File: src/rtl/fpu_dispatch_if.sv
// Core/FPU-facing bus of the FPU dispatch block.
// master = environment side (core + FPU), slave = the dispatcher itself.
interface fpu_dispatch_if;
  // Core command channel
  logic        cmd_valid;
  logic        cmd_ready;
  logic [31:0] cmd_inst;
  logic [31:0] cmd_data;

  // FPU issue channel
  logic [4:0]  fpu_x1;
  logic [4:0]  fpu_x2;
  logic [4:0]  fpu_y;
  logic [5:0]  fpu_operation;
  logic [31:0] fpu_in_data;
  logic        fpu_ready;
  logic        fpu_valid;
  logic        fpu_out_data1;
  logic [31:0] fpu_out_data32;

  // Result channel back to the core
  logic        res_valid;
  logic        res_data1;
  logic [31:0] res_data32;
  logic        res_illegal;
  logic        err_timeout;

  modport master (
    output cmd_valid, cmd_inst, cmd_data,
    output fpu_valid, fpu_out_data1, fpu_out_data32,
    input  cmd_ready,
    input  fpu_x1, fpu_x2, fpu_y, fpu_operation, fpu_in_data, fpu_ready,
    input  res_valid, res_data1, res_data32, res_illegal, err_timeout
  );

  modport slave (
    input  cmd_valid, cmd_inst, cmd_data,
    input  fpu_valid, fpu_out_data1, fpu_out_data32,
    output cmd_ready,
    output fpu_x1, fpu_x2, fpu_y, fpu_operation, fpu_in_data, fpu_ready,
    output res_valid, res_data1, res_data32, res_illegal, err_timeout
  );
endinterface

File: src/rtl/fpu_dispatch.sv
// FPU dispatch: buffers decoded FPU commands from the core in a small FIFO
// and issues them one at a time over the FPU ready/valid handshake. Operands
// are held stable until the FPU completes; the result returns to the core
// as a one-cycle pulse. Unknown opcodes and hung FPU operations complete
// with res_illegal set instead of stalling the core.
module fpu_dispatch #(
  parameter int DEPTH   = 4,
  parameter int TIMEOUT = 1023
) (
  input  logic          clk,
  input  logic          rstn,
  fpu_dispatch_if.slave bus
);

  localparam int AW = $clog2(DEPTH);
  localparam int CW = $clog2(TIMEOUT + 1);
  localparam logic [CW-1:0] TMO_LAST = CW'(TIMEOUT - 1);

  localparam logic [1:0] S_IDLE  = 2'd0;
  localparam logic [1:0] S_ISSUE = 2'd1;
  localparam logic [1:0] S_DONE  = 2'd2;

  // GET only reads the FPU register file, so it is the one safe idle opcode.
  localparam logic [5:0] OP_GET = 6'b111111;

  function automatic logic op_legal(input logic [5:0] op);
    case (op)
      6'b000000, 6'b000001, 6'b000010, 6'b000101, 6'b000110, 6'b010000,
      6'b100000, 6'b101000, 6'b111000, 6'b111001, 6'b111101, 6'b111110,
      6'b111111: op_legal = 1'b1;
      default:   op_legal = 1'b0;
    endcase
  endfunction

  // Command FIFO: only inst[31:11] carries meaning, the low bits are dropped.
  logic [20:0] mem_inst [DEPTH];
  logic [31:0] mem_data [DEPTH];
  logic [AW:0] wr_ptr;
  logic [AW:0] rd_ptr;
  logic        full;
  logic        empty;
  logic        push;
  logic        pop;

  logic [1:0]    state;
  logic [CW-1:0] tmo_cnt;

  logic          issue_ready;
  logic [5:0]    issue_op;
  logic [4:0]    issue_y;
  logic [4:0]    issue_x1;
  logic [4:0]    issue_x2;
  logic [31:0]   issue_data;

  logic          res_d1;
  logic [31:0]   res_d32;
  logic          res_ill;
  logic          err_tmo;

  logic [20:0]   head_inst;
  logic [31:0]   head_data;
  logic [5:0]    head_op;
  logic          unused_inst_bits;

  assign unused_inst_bits = ^bus.cmd_inst[10:0];

  // Extra pointer bit distinguishes full from empty when the indices match.
  assign full  = (wr_ptr[AW] != rd_ptr[AW]) && (wr_ptr[AW-1:0] == rd_ptr[AW-1:0]);
  assign empty = (wr_ptr == rd_ptr);
  assign push  = bus.cmd_valid && !full;
  assign pop   = (state == S_IDLE) && !empty;

  assign head_inst = mem_inst[rd_ptr[AW-1:0]];
  assign head_data = mem_data[rd_ptr[AW-1:0]];
  assign head_op   = head_inst[20:15];

  // FIFO storage writes on every accepted push.
  // NOTE: storage is deliberately not reset; the pointers alone define which
  // entries are valid, and leaving the array reset-free lets it map to RAM.
  always_ff @(posedge clk) begin
    if (push) begin
      mem_inst[wr_ptr[AW-1:0]] <= bus.cmd_inst[31:11];
      mem_data[wr_ptr[AW-1:0]] <= bus.cmd_data;
    end
  end

  // FIFO pointers advance on push and pop; reset drops all queued commands.
  // NOTE: sequential state always uses non-blocking assignments so every
  // block sees pre-edge values regardless of evaluation order.
  always_ff @(posedge clk) begin
    if (!rstn) begin
      wr_ptr <= '0;
      rd_ptr <= '0;
    end else begin
      if (push) wr_ptr <= wr_ptr + 1'b1;
      if (pop)  rd_ptr <= rd_ptr + 1'b1;
    end
  end

  // Dispatch FSM: pop in IDLE, hold the FPU strobe in ISSUE, pulse in DONE.
  always_ff @(posedge clk) begin
    if (!rstn) begin
      state       <= S_IDLE;
      tmo_cnt     <= '0;
      issue_ready <= 1'b0;
      issue_op    <= OP_GET;
      issue_y     <= '0;
      issue_x1    <= '0;
      issue_x2    <= '0;
      issue_data  <= '0;
      res_d1      <= 1'b0;
      res_d32     <= '0;
      res_ill     <= 1'b0;
      err_tmo     <= 1'b0;
    end else begin
      case (state)
        S_IDLE: begin
          if (!empty) begin
            if (op_legal(head_op)) begin
              state       <= S_ISSUE;
              tmo_cnt     <= '0;
              issue_ready <= 1'b1;
              issue_op    <= head_op;
              issue_y     <= head_inst[14:10];
              issue_x1    <= head_inst[9:5];
              issue_x2    <= head_inst[4:0];
              issue_data  <= head_data;
            end else begin
              // Unknown opcode: complete without ever strobing the FPU.
              state   <= S_DONE;
              res_ill <= 1'b1;
            end
          end
        end
        S_ISSUE: begin
          // Completion wins over an abort landing on the same cycle.
          if (bus.fpu_valid) begin
            state       <= S_DONE;
            res_d1      <= bus.fpu_out_data1;
            res_d32     <= bus.fpu_out_data32;
            res_ill     <= 1'b0;
            issue_ready <= 1'b0;
            issue_op    <= OP_GET;
            issue_y     <= '0;
          end else if (tmo_cnt == TMO_LAST) begin
            state       <= S_DONE;
            res_ill     <= 1'b1;
            err_tmo     <= 1'b1;
            issue_ready <= 1'b0;
            issue_op    <= OP_GET;
            issue_y     <= '0;
          end else begin
            tmo_cnt <= tmo_cnt + 1'b1;
          end
        end
        S_DONE:  state <= S_IDLE;
        default: state <= S_IDLE;
      endcase
    end
  end

  assign bus.cmd_ready     = !full;
  assign bus.fpu_ready     = issue_ready;
  assign bus.fpu_operation = issue_op;
  assign bus.fpu_y         = issue_y;
  assign bus.fpu_x1        = issue_x1;
  assign bus.fpu_x2        = issue_x2;
  assign bus.fpu_in_data   = issue_data;
  assign bus.res_valid     = (state == S_DONE);
  assign bus.res_data1     = res_d1;
  assign bus.res_data32    = res_d32;
  assign bus.res_illegal   = res_ill;
  assign bus.err_timeout   = err_tmo;

endmodule

File: src/flat_wrapper.sv
// flat-port wrapper written by rule: the top's interface ports become plain ports
module fpu_dispatch_flat 
#(
  parameter int DEPTH   = 4,
  parameter int TIMEOUT = 1023
)
  (clk, rstn, bus_cmd_valid, bus_cmd_inst, bus_cmd_data, bus_fpu_valid, bus_fpu_out_data1, bus_fpu_out_data32, bus_cmd_ready, bus_fpu_x1, bus_fpu_x2, bus_fpu_y, bus_fpu_operation, bus_fpu_in_data, bus_fpu_ready, bus_res_valid, bus_res_data1, bus_res_data32, bus_res_illegal, bus_err_timeout);
  fpu_dispatch_if bus_i ();
  input  logic clk;
  input  logic rstn;
  input wire logic [$bits(bus_i.cmd_valid)-1:0] bus_cmd_valid;
  input wire logic [$bits(bus_i.cmd_inst)-1:0] bus_cmd_inst;
  input wire logic [$bits(bus_i.cmd_data)-1:0] bus_cmd_data;
  input wire logic [$bits(bus_i.fpu_valid)-1:0] bus_fpu_valid;
  input wire logic [$bits(bus_i.fpu_out_data1)-1:0] bus_fpu_out_data1;
  input wire logic [$bits(bus_i.fpu_out_data32)-1:0] bus_fpu_out_data32;
  output wire logic [$bits(bus_i.cmd_ready)-1:0] bus_cmd_ready;
  output wire logic [$bits(bus_i.fpu_x1)-1:0] bus_fpu_x1;
  output wire logic [$bits(bus_i.fpu_x2)-1:0] bus_fpu_x2;
  output wire logic [$bits(bus_i.fpu_y)-1:0] bus_fpu_y;
  output wire logic [$bits(bus_i.fpu_operation)-1:0] bus_fpu_operation;
  output wire logic [$bits(bus_i.fpu_in_data)-1:0] bus_fpu_in_data;
  output wire logic [$bits(bus_i.fpu_ready)-1:0] bus_fpu_ready;
  output wire logic [$bits(bus_i.res_valid)-1:0] bus_res_valid;
  output wire logic [$bits(bus_i.res_data1)-1:0] bus_res_data1;
  output wire logic [$bits(bus_i.res_data32)-1:0] bus_res_data32;
  output wire logic [$bits(bus_i.res_illegal)-1:0] bus_res_illegal;
  output wire logic [$bits(bus_i.err_timeout)-1:0] bus_err_timeout;
  assign bus_i.cmd_valid = bus_cmd_valid;
  assign bus_i.cmd_inst = bus_cmd_inst;
  assign bus_i.cmd_data = bus_cmd_data;
  assign bus_i.fpu_valid = bus_fpu_valid;
  assign bus_i.fpu_out_data1 = bus_fpu_out_data1;
  assign bus_i.fpu_out_data32 = bus_fpu_out_data32;
  assign bus_cmd_ready = bus_i.cmd_ready;
  assign bus_fpu_x1 = bus_i.fpu_x1;
  assign bus_fpu_x2 = bus_i.fpu_x2;
  assign bus_fpu_y = bus_i.fpu_y;
  assign bus_fpu_operation = bus_i.fpu_operation;
  assign bus_fpu_in_data = bus_i.fpu_in_data;
  assign bus_fpu_ready = bus_i.fpu_ready;
  assign bus_res_valid = bus_i.res_valid;
  assign bus_res_data1 = bus_i.res_data1;
  assign bus_res_data32 = bus_i.res_data32;
  assign bus_res_illegal = bus_i.res_illegal;
  assign bus_err_timeout = bus_i.err_timeout;
  fpu_dispatch #(.DEPTH(DEPTH), .TIMEOUT(TIMEOUT)) u_core (.clk(clk), .rstn(rstn), .bus(bus_i));
endmodule
File: config.mk
export PLATFORM = sky130hd
export DESIGN_NAME = fpu_dispatch_flat
export DESIGN_NICKNAME = d
export VERILOG_FILES = /design/src/rtl/fpu_dispatch_if.sv /design/src/rtl/fpu_dispatch.sv /design/src/flat_wrapper.sv
export SDC_FILE = /design/constraint.sdc
export NUM_CORES = 1
export LEC_CHECK = 0
export CORE_MARGIN = 2
export CORE_UTILIZATION = 30
export CTS_CLUSTER_SIZE = 12
export DETAILED_ROUTE_END_ITERATION = 8
export PLACE_DENSITY = 0.48
export SLEW_MARGIN = 20
export SYNTH_ARGS = -nofsm -noshare
export SYNTH_HDL_FRONTEND = slang
export SYNTH_SLANG_ARGS = --single-unit
File: constraint.sdc
create_clock -name clk -period 4.6 [get_ports clk]
set_input_delay 0.92 -clock clk [delete_from_list [all_inputs] [get_ports clk]]
set_output_delay 0.92 -clock clk [all_outputs]
set_load 0.02 [all_outputs]
After elaboration in Yosys (flattened, before gate mapping)
Memories as Yosys holds them, arrays and structs flattened. A register that Yosys moved wholly into a read port is not among the register bits.
Index checks and enable logic that the tools add are counted.
W data, S select, Z words.
- output and inout bits: 91
- bits of input ports: 101
- memory bits (read-only): 64
- bits in writable memories: 212
- memories kept: 3
- register bits: 75
- word-level logic and storage cells: 85
- reductions and logical operators: 15
- add/sub/neg operators: 3
- multiplexer cells: 37
- equal/unequal tests: 12
- bitwise operators: 2
- memory list (name ; words ; width ; read ports ; clocked after Yosys merged registers in ; write ports ; RTL line ; source):
    u_core.mem_data ; 4 ; 32 ; 1 ; 1 ; 1 ; fpu_dispatch.sv:37 ; logic [31:0] mem_data [DEPTH];
    u_core.mem_inst ; 4 ; 21 ; 1 ; 1 ; 1 ; fpu_dispatch.sv:36 ; logic [20:0] mem_inst [DEPTH];
    (no name shown) ; 64 ; 1 ; 1 ; 0 ; 0 ; fpu_dispatch.sv:27 ; case (op)
- operators with widths (operator ; number):
    $mux W10 ; 4
    $mux W6 ; 4
    $mux W5 ; 4
    $pmux W10 S2 ; 1
    $mux W1 ; 13
    $mux W2 ; 6
    $pmux W6 S2 ; 1
    $add A10 B1 Y10 const B ; 1
    $eq A10 B10 Y1 const B ; 1
    $ne A2 B2 Y1 const B ; 5
    $pmux W5 S2 ; 1
    $reduce_and A4 Y1 ; 2
    $add A3 B1 Y3 const B ; 2
    $reduce_and A3 Y1 ; 2
    $reduce_and A5 Y1 ; 1
    $pmux W1 S2 ; 2
    $pmux W2 S2 ; 1
    $reduce_and A2 Y1 ; 2
    $eq A3 B3 Y1 ; 1
    $logic_and A1 B1 Y1 ; 3
    $logic_not A1 Y1 ; 3
    $ne A3 B2 Y1 const B ; 1
    $eq A2 B1 Y1 const B ; 1
    $eq A2 B2 Y1 ; 1
    5 further kinds ; 6

Longest topological paths before layout
- word-level depth: 7
- gate-level depth with buffers: 11
- gate-level depth less buffers: 9

Worst setup path before layout
No wires, ideal clock.
- path kind: flip-flop to flip-flop
- start point: register u_core.rd_ptr[0]
- end point: memory u_core.mem_data[3][0], enable pin
- clock period less this slack: 2807 ps
- setup slack: 1793 ps
- arrival: 2389 ps
- buffers on the path: 1
- cell stages (with the launch flop): 5
- setup time: 418 ps
- required time: 4182 ps
- cells stage by stage: dfxtp_1 clkbuf_1 xnor2_1 nand3b_1 and3_1
- word-level cells in the longest chain between the ends: 6
- ends and longest elaborated chain (what ; RTL line ; source):
    from (decl) ; fpu_dispatch.sv:39 ; logic [AW:0] rd_ptr;
    from (signal assigned) ; fpu_dispatch.sv:96 ; if (pop) rd_ptr <= rd_ptr + 1'b1;
    $eq A2 B2 Y1 ; fpu_dispatch.sv:68 ; assign full = (wr_ptr[AW] != rd_ptr[AW]) && (wr_ptr[AW-1:0] == rd_ptr[AW-1:0]);
    $logic_and A1 B1 Y1 ; fpu_dispatch.sv:68 ;
    $logic_not A1 Y1 ; n/a ;
    net bus_cmd_ready ; flat_wrapper.sv:17 ; output wire logic [$bits(bus_i.cmd_ready)-1:0] bus_cmd_ready;
    $logic_and A1 B1 Y1 ; fpu_dispatch.sv:70 ; assign push = bus.cmd_valid && !full;
    $mux W1 ; fpu_dispatch.sv:81 ; if (push) begin
    $mux W1 (not written as such) ; fpu_dispatch.sv:83 ; mem_data[wr_ptr[AW-1:0]] <= bus.cmd_data;
    to (decl) ; fpu_dispatch.sv:37 ;
The timed path passes the listed nets, and every way through them passes these cells.

==> impl_metrics.env <==
export IMPL_worst_pin_slew_ns=1.07
export IMPL_synth_compound_area_share_pct=3.31
export IMPL_hpwl_um=16300
export IMPL_hp_class="reg -> reg"
export IMPL_setup_violations=0
export IMPL_placement_setup_worst_slack_ns=1.36
export IMPL_synth_edf_count=212
export IMPL_timing_critical_path_cells="buf_4 -> mux4_2 -> and2_1 -> o2111a_1 -> o31ai_4 -> buf_4 -> mux2i_1 -> nor2_1"
export IMPL_yosys_warnings=0
export IMPL_postSynthRegisterBits=321
export IMPL_antenna_cells_inserted=0
export IMPL_core_area_um2=39500
export IMPL_timing_critical_path_from_type="flop"
export IMPL_synth_largest_area_cell="sky130_fd_sc_hd__edfxtp_1"
export IMPL_synth_largest_type_area_fraction_pct=53.3
export IMPL_final_seq_area_um2=8550
export IMPL_skew_ns=0.0182
export IMPL_crit_top_cell="sky130_fd_sc_hd__buf_4"
export IMPL_hold_viol=0
export IMPL_grt_total_usage_pct=13.2
export IMPL_fp_dieW_um=203
export IMPL_die_h_um=203
export IMPL_detailroute_via_count=6787
export IMPL_critPathCaptureType="flop"
export IMPL_drt_vias_per_instance=4.51
export IMPL_cts_htree_levels=2
export IMPL_insertion_delay_ns=0.54
export IMPL_io_pin_count=192
export IMPL_synthCells=754
export IMPL_powerDensity_nw_per_um2=542
export IMPL_antenna_found_initial=1
export IMPL_rsz0062_at_grt="no"
export IMPL_postRouteAntennaNets=0
export IMPL_post_cts_resize_count=0
export IMPL_synth_async_sr_flop_share_pct=0
export IMPL_post_cts_setup_buffer_count=0
export IMPL_finalSetupTns_ns=0
export IMPL_synth_yosys_seq_area_share_pct=71.6
export IMPL_number_of_buffer_and_inverter_instances_along_the_worst_setup_path=2
export IMPL_post_synth_and_or_nand_nor_area_fraction_pct=7.25
export IMPL_remaining_drc_errors=0
export IMPL_worst_setup_hold_path_clk_slew_ns=0.05
export IMPL_cts_root_buffer="sky130_fd_sc_hd__clkbuf_16"
export IMPL_category_of_the_critical_setup_timing_path="reg -> reg"
export IMPL_mean_cell_area_of_the_mapped_netlist_um2=15.8
export IMPL_gpl_final_weighted_congestion=0.711
export IMPL_drive_gt1_share_pct=14.2
export IMPL_critical_path_max_fanout=25
export IMPL_drt_pass1_iterations=6
export IMPL_pin_count_of_the_biggest_net_entering_global_routing=74
export IMPL_yosys_top_cells_area="sky130_fd_sc_hd__edfxtp_1 (53%), sky130_fd_sc_hd__dfxtp_1 (18%), sky130_fd_sc_hd__mux4_2 (10%), sky130_fd_sc_hd__mux2i_1 (4.1%), sky130_fd_sc_hd__nand2_1 (2.5%)"
export IMPL_synth_mux_area_share_pct=14.1
export IMPL_area_growth_pct=30.5
export IMPL_min_delay_start="u_core.bus.res_data32[15]$_SDFFE_PN0P_"
export IMPL_layout_min_cycle_time_ns=3.15
export IMPL_route_final_wire_length_um=26800
export IMPL_synth_fp_nets=864
export IMPL_yosys_area_share_xor_xnor_pct=1.03
export IMPL_design_final_nets=1061
export IMPL_arrival_ns=3.56
export IMPL_drt_wirelength_per_cell_um=17.8
export IMPL_placement_rows=73
export IMPL_n_fill_cell=3686
export IMPL_status="completed"
export IMPL_timing_final_max_slew_violations=0
export IMPL_placed_area_um2=14400
export IMPL_postSynth_topFlopCell="sky130_fd_sc_hd__edfxtp_1"
export IMPL_grt_ovfl_total=0
export IMPL_multiInputGateArea_um2=3190
export IMPL_dr_first_iter_drc_count=388
export IMPL_critical_path_s_top_delay_family="multiplexers"
export IMPL_initial_utilization_pct=30.2
export IMPL_irDropWorstVdd_uv=342
export IMPL_max_slew_margin_pct=28.4
export IMPL_tritoncts="built"
export IMPL_clock_path_buffers=3
export IMPL_layout_cell_area_non_filler_um2=15600
export IMPL_leakage_nw=5.34
export IMPL_place_port_buffers=180
export IMPL_synthAdderAreaFrac_pct=0.943
export IMPL_die_area_um2=41400
export IMPL_synth_lib_cells_used_distinct=47
export IMPL_fin_ws_ns=1.45
export IMPL_grt_first_pass_wirelength_um=41500
export IMPL_worst_path_largest_cell_delay_ns=0.61
export IMPL_critical_path_slowest_cell="sky130_fd_sc_hd__mux4_2"
export IMPL_cts_sinks=321
export IMPL_tritoncts_num_buffers=38
export IMPL_cts_hold_repair_buffers=0
export IMPL_post_synth_instance_area_um2=11900
export IMPL_period_share_pct=68.6
export IMPL_main_combinational_cell_family_by_area_after_synthesis="multiplexers"
export IMPL_achievable_frequency_mhz=317
export IMPL_maxCapViolations=0
export IMPL_critical_path_required_ns=5.01
export IMPL_grt_pass1_vias=7024
[power breakdown]
group / internal (mW) / switching, mW
Combinational: 0.990 / 1.10
Clock: 1.67 / 1.15
Sequential: 3.38 / 0.161
[cell usage after synthesis (2+ instances only)]
cell type,count
sky130_fd_sc_hd__edfxtp_1,212
sky130_fd_sc_hd__inv_1,8
sky130_fd_sc_hd__and3_1,5
sky130_fd_sc_hd__buf_2,2
sky130_fd_sc_hd__o22ai_1,2
sky130_fd_sc_hd__a21oi_1,37
sky130_fd_sc_hd__nor3_1,3
sky130_fd_sc_hd__nor2_1,77
sky130_fd_sc_hd__clkbuf_1,27
sky130_fd_sc_hd__mux2i_1,49
sky130_fd_sc_hd__nand2b_1,7
sky130_fd_sc_hd__o21ai_0,2
sky130_fd_sc_hd__xor2_1,5
sky130_fd_sc_hd__buf_4,2
sky130_fd_sc_hd__o2bb2ai_1,2
sky130_fd_sc_hd__a31oi_1,6
sky130_fd_sc_hd__o211ai_1,2
sky130_fd_sc_hd__mux4_2,53
sky130_fd_sc_hd__nor2b_1,3
sky130_fd_sc_hd__dfxtp_1,109
sky130_fd_sc_hd__nor4_1,2
sky130_fd_sc_hd__nand4_1,8
sky130_fd_sc_hd__buf_6,4
sky130_fd_sc_hd__ha_1,9
sky130_fd_sc_hd__nand3_1,5
sky130_fd_sc_hd__nand3b_1,2
sky130_fd_sc_hd__xnor2_1,9
sky130_fd_sc_hd__and2_1,3
sky130_fd_sc_hd__nand2_1,81
[kinds of logic (layout without fill, tap and decap cells)]
family                   Yosys count  in the layout
XOR/XNOR                          14             14
adder cells (fa/ha/maj)            9              9
AO/OA/AOI/OAI                     62             62
AND/OR/NAND/NOR                  201            201
multiplexers                     102            102
flip-flops                       321            321
buffers and inverters             45            271
[cell usage in the layout (no fill, tap or decap), drive strengths merged, types with 4 or more instances in the layout]
cell type / netlist / layout
buf: 9 / 13
clkinvlp: 0 / 4
clkdlybuf4s50: 0 / 180
inv: 8 / 8
nand4: 8 / 8
nand2: 82 / 82
clkinv: 1 / 13
edfxtp: 212 / 212
mux2i: 49 / 49
and3: 5 / 5
nand2b: 7 / 7
nor2: 77 / 77
ha: 9 / 9
a21oi: 38 / 38
xnor2: 9 / 9
clkbuf: 27 / 53
xor2: 5 / 5
a31oi: 7 / 7
mux4: 53 / 53
nand3: 5 / 5
dfxtp: 109 / 109
[metrics by stage]
step | total power [mW] | hold slack, ns | instances | util (%)
3_3_place_gp | 5.74 | 0.443 | 1436 | 36.4
3_5_place_dp | 5.74 | 0.446 | 1436 | 36.4
2_1_floorplan | 4.95 | 0.480 | 754 | -
6_report | 8.45 | 0.452 | 1505 | 39.4
5_1_grt | 8.89 | 0.469 | 1505 | 39.4
4_1_cts | 8.63 | 0.454 | 1505 | 39.4
[state kept, by name, summed over array words and instances, names as in the netlist, 5 cells and up, named ones only]
signal,count
u_core.bus.fpu_in_data,32
u_core.bus.fpu_operation,6
u_core.bus.fpu_x1,5
u_core.bus.fpu_x2,5
u_core.bus.fpu_y,5
u_core.bus.res_data32,32
u_core.mem_data,128
u_core.mem_inst,84
u_core.tmo_cnt,10
[layout make-up]
cell class,count,area share [%]
clock inverters,16,0.554
repair buffers,193,12.6
multi-input cells,388,20.5
well taps,525,4.22
clock buffers,53,7.07
flip-flops and latches,321,54.9
inverters,9,0.225
[metal layers]
layer  wire (um)  share of wire [%]  GRT usage, %
met2       12900                 48          21.7
met1       11600                 43          16.6
met4         635                2.4          4.87
met5          13              0.048             0
met3        1660                6.2          3.48
[tightest hold or removal path, stage by stage (launching register included)]
cell and delay, ns:
sky130_fd_sc_hd__dfxtp_1 0.30, sky130_fd_sc_hd__nand2_1 0.05, sky130_fd_sc_hd__a21oi_1 0.05
[worst paths after layout]
kind                                                          endpoint  slack, ns  cells after the start
worst max-delay path            u_core.bus.fpu_in_data[8]$_SDFFE_PN0P_       1.45                      8
worst min-delay path            u_core.bus.res_data32[15]$_SDFFE_PN0P_       0.45                      2
worst max register to register  u_core.bus.fpu_in_data[8]$_SDFFE_PN0P_       1.45                      8
worst min register to register  u_core.bus.res_data32[15]$_SDFFE_PN0P_       0.45                      2
(Power assumes the default switching activity.)
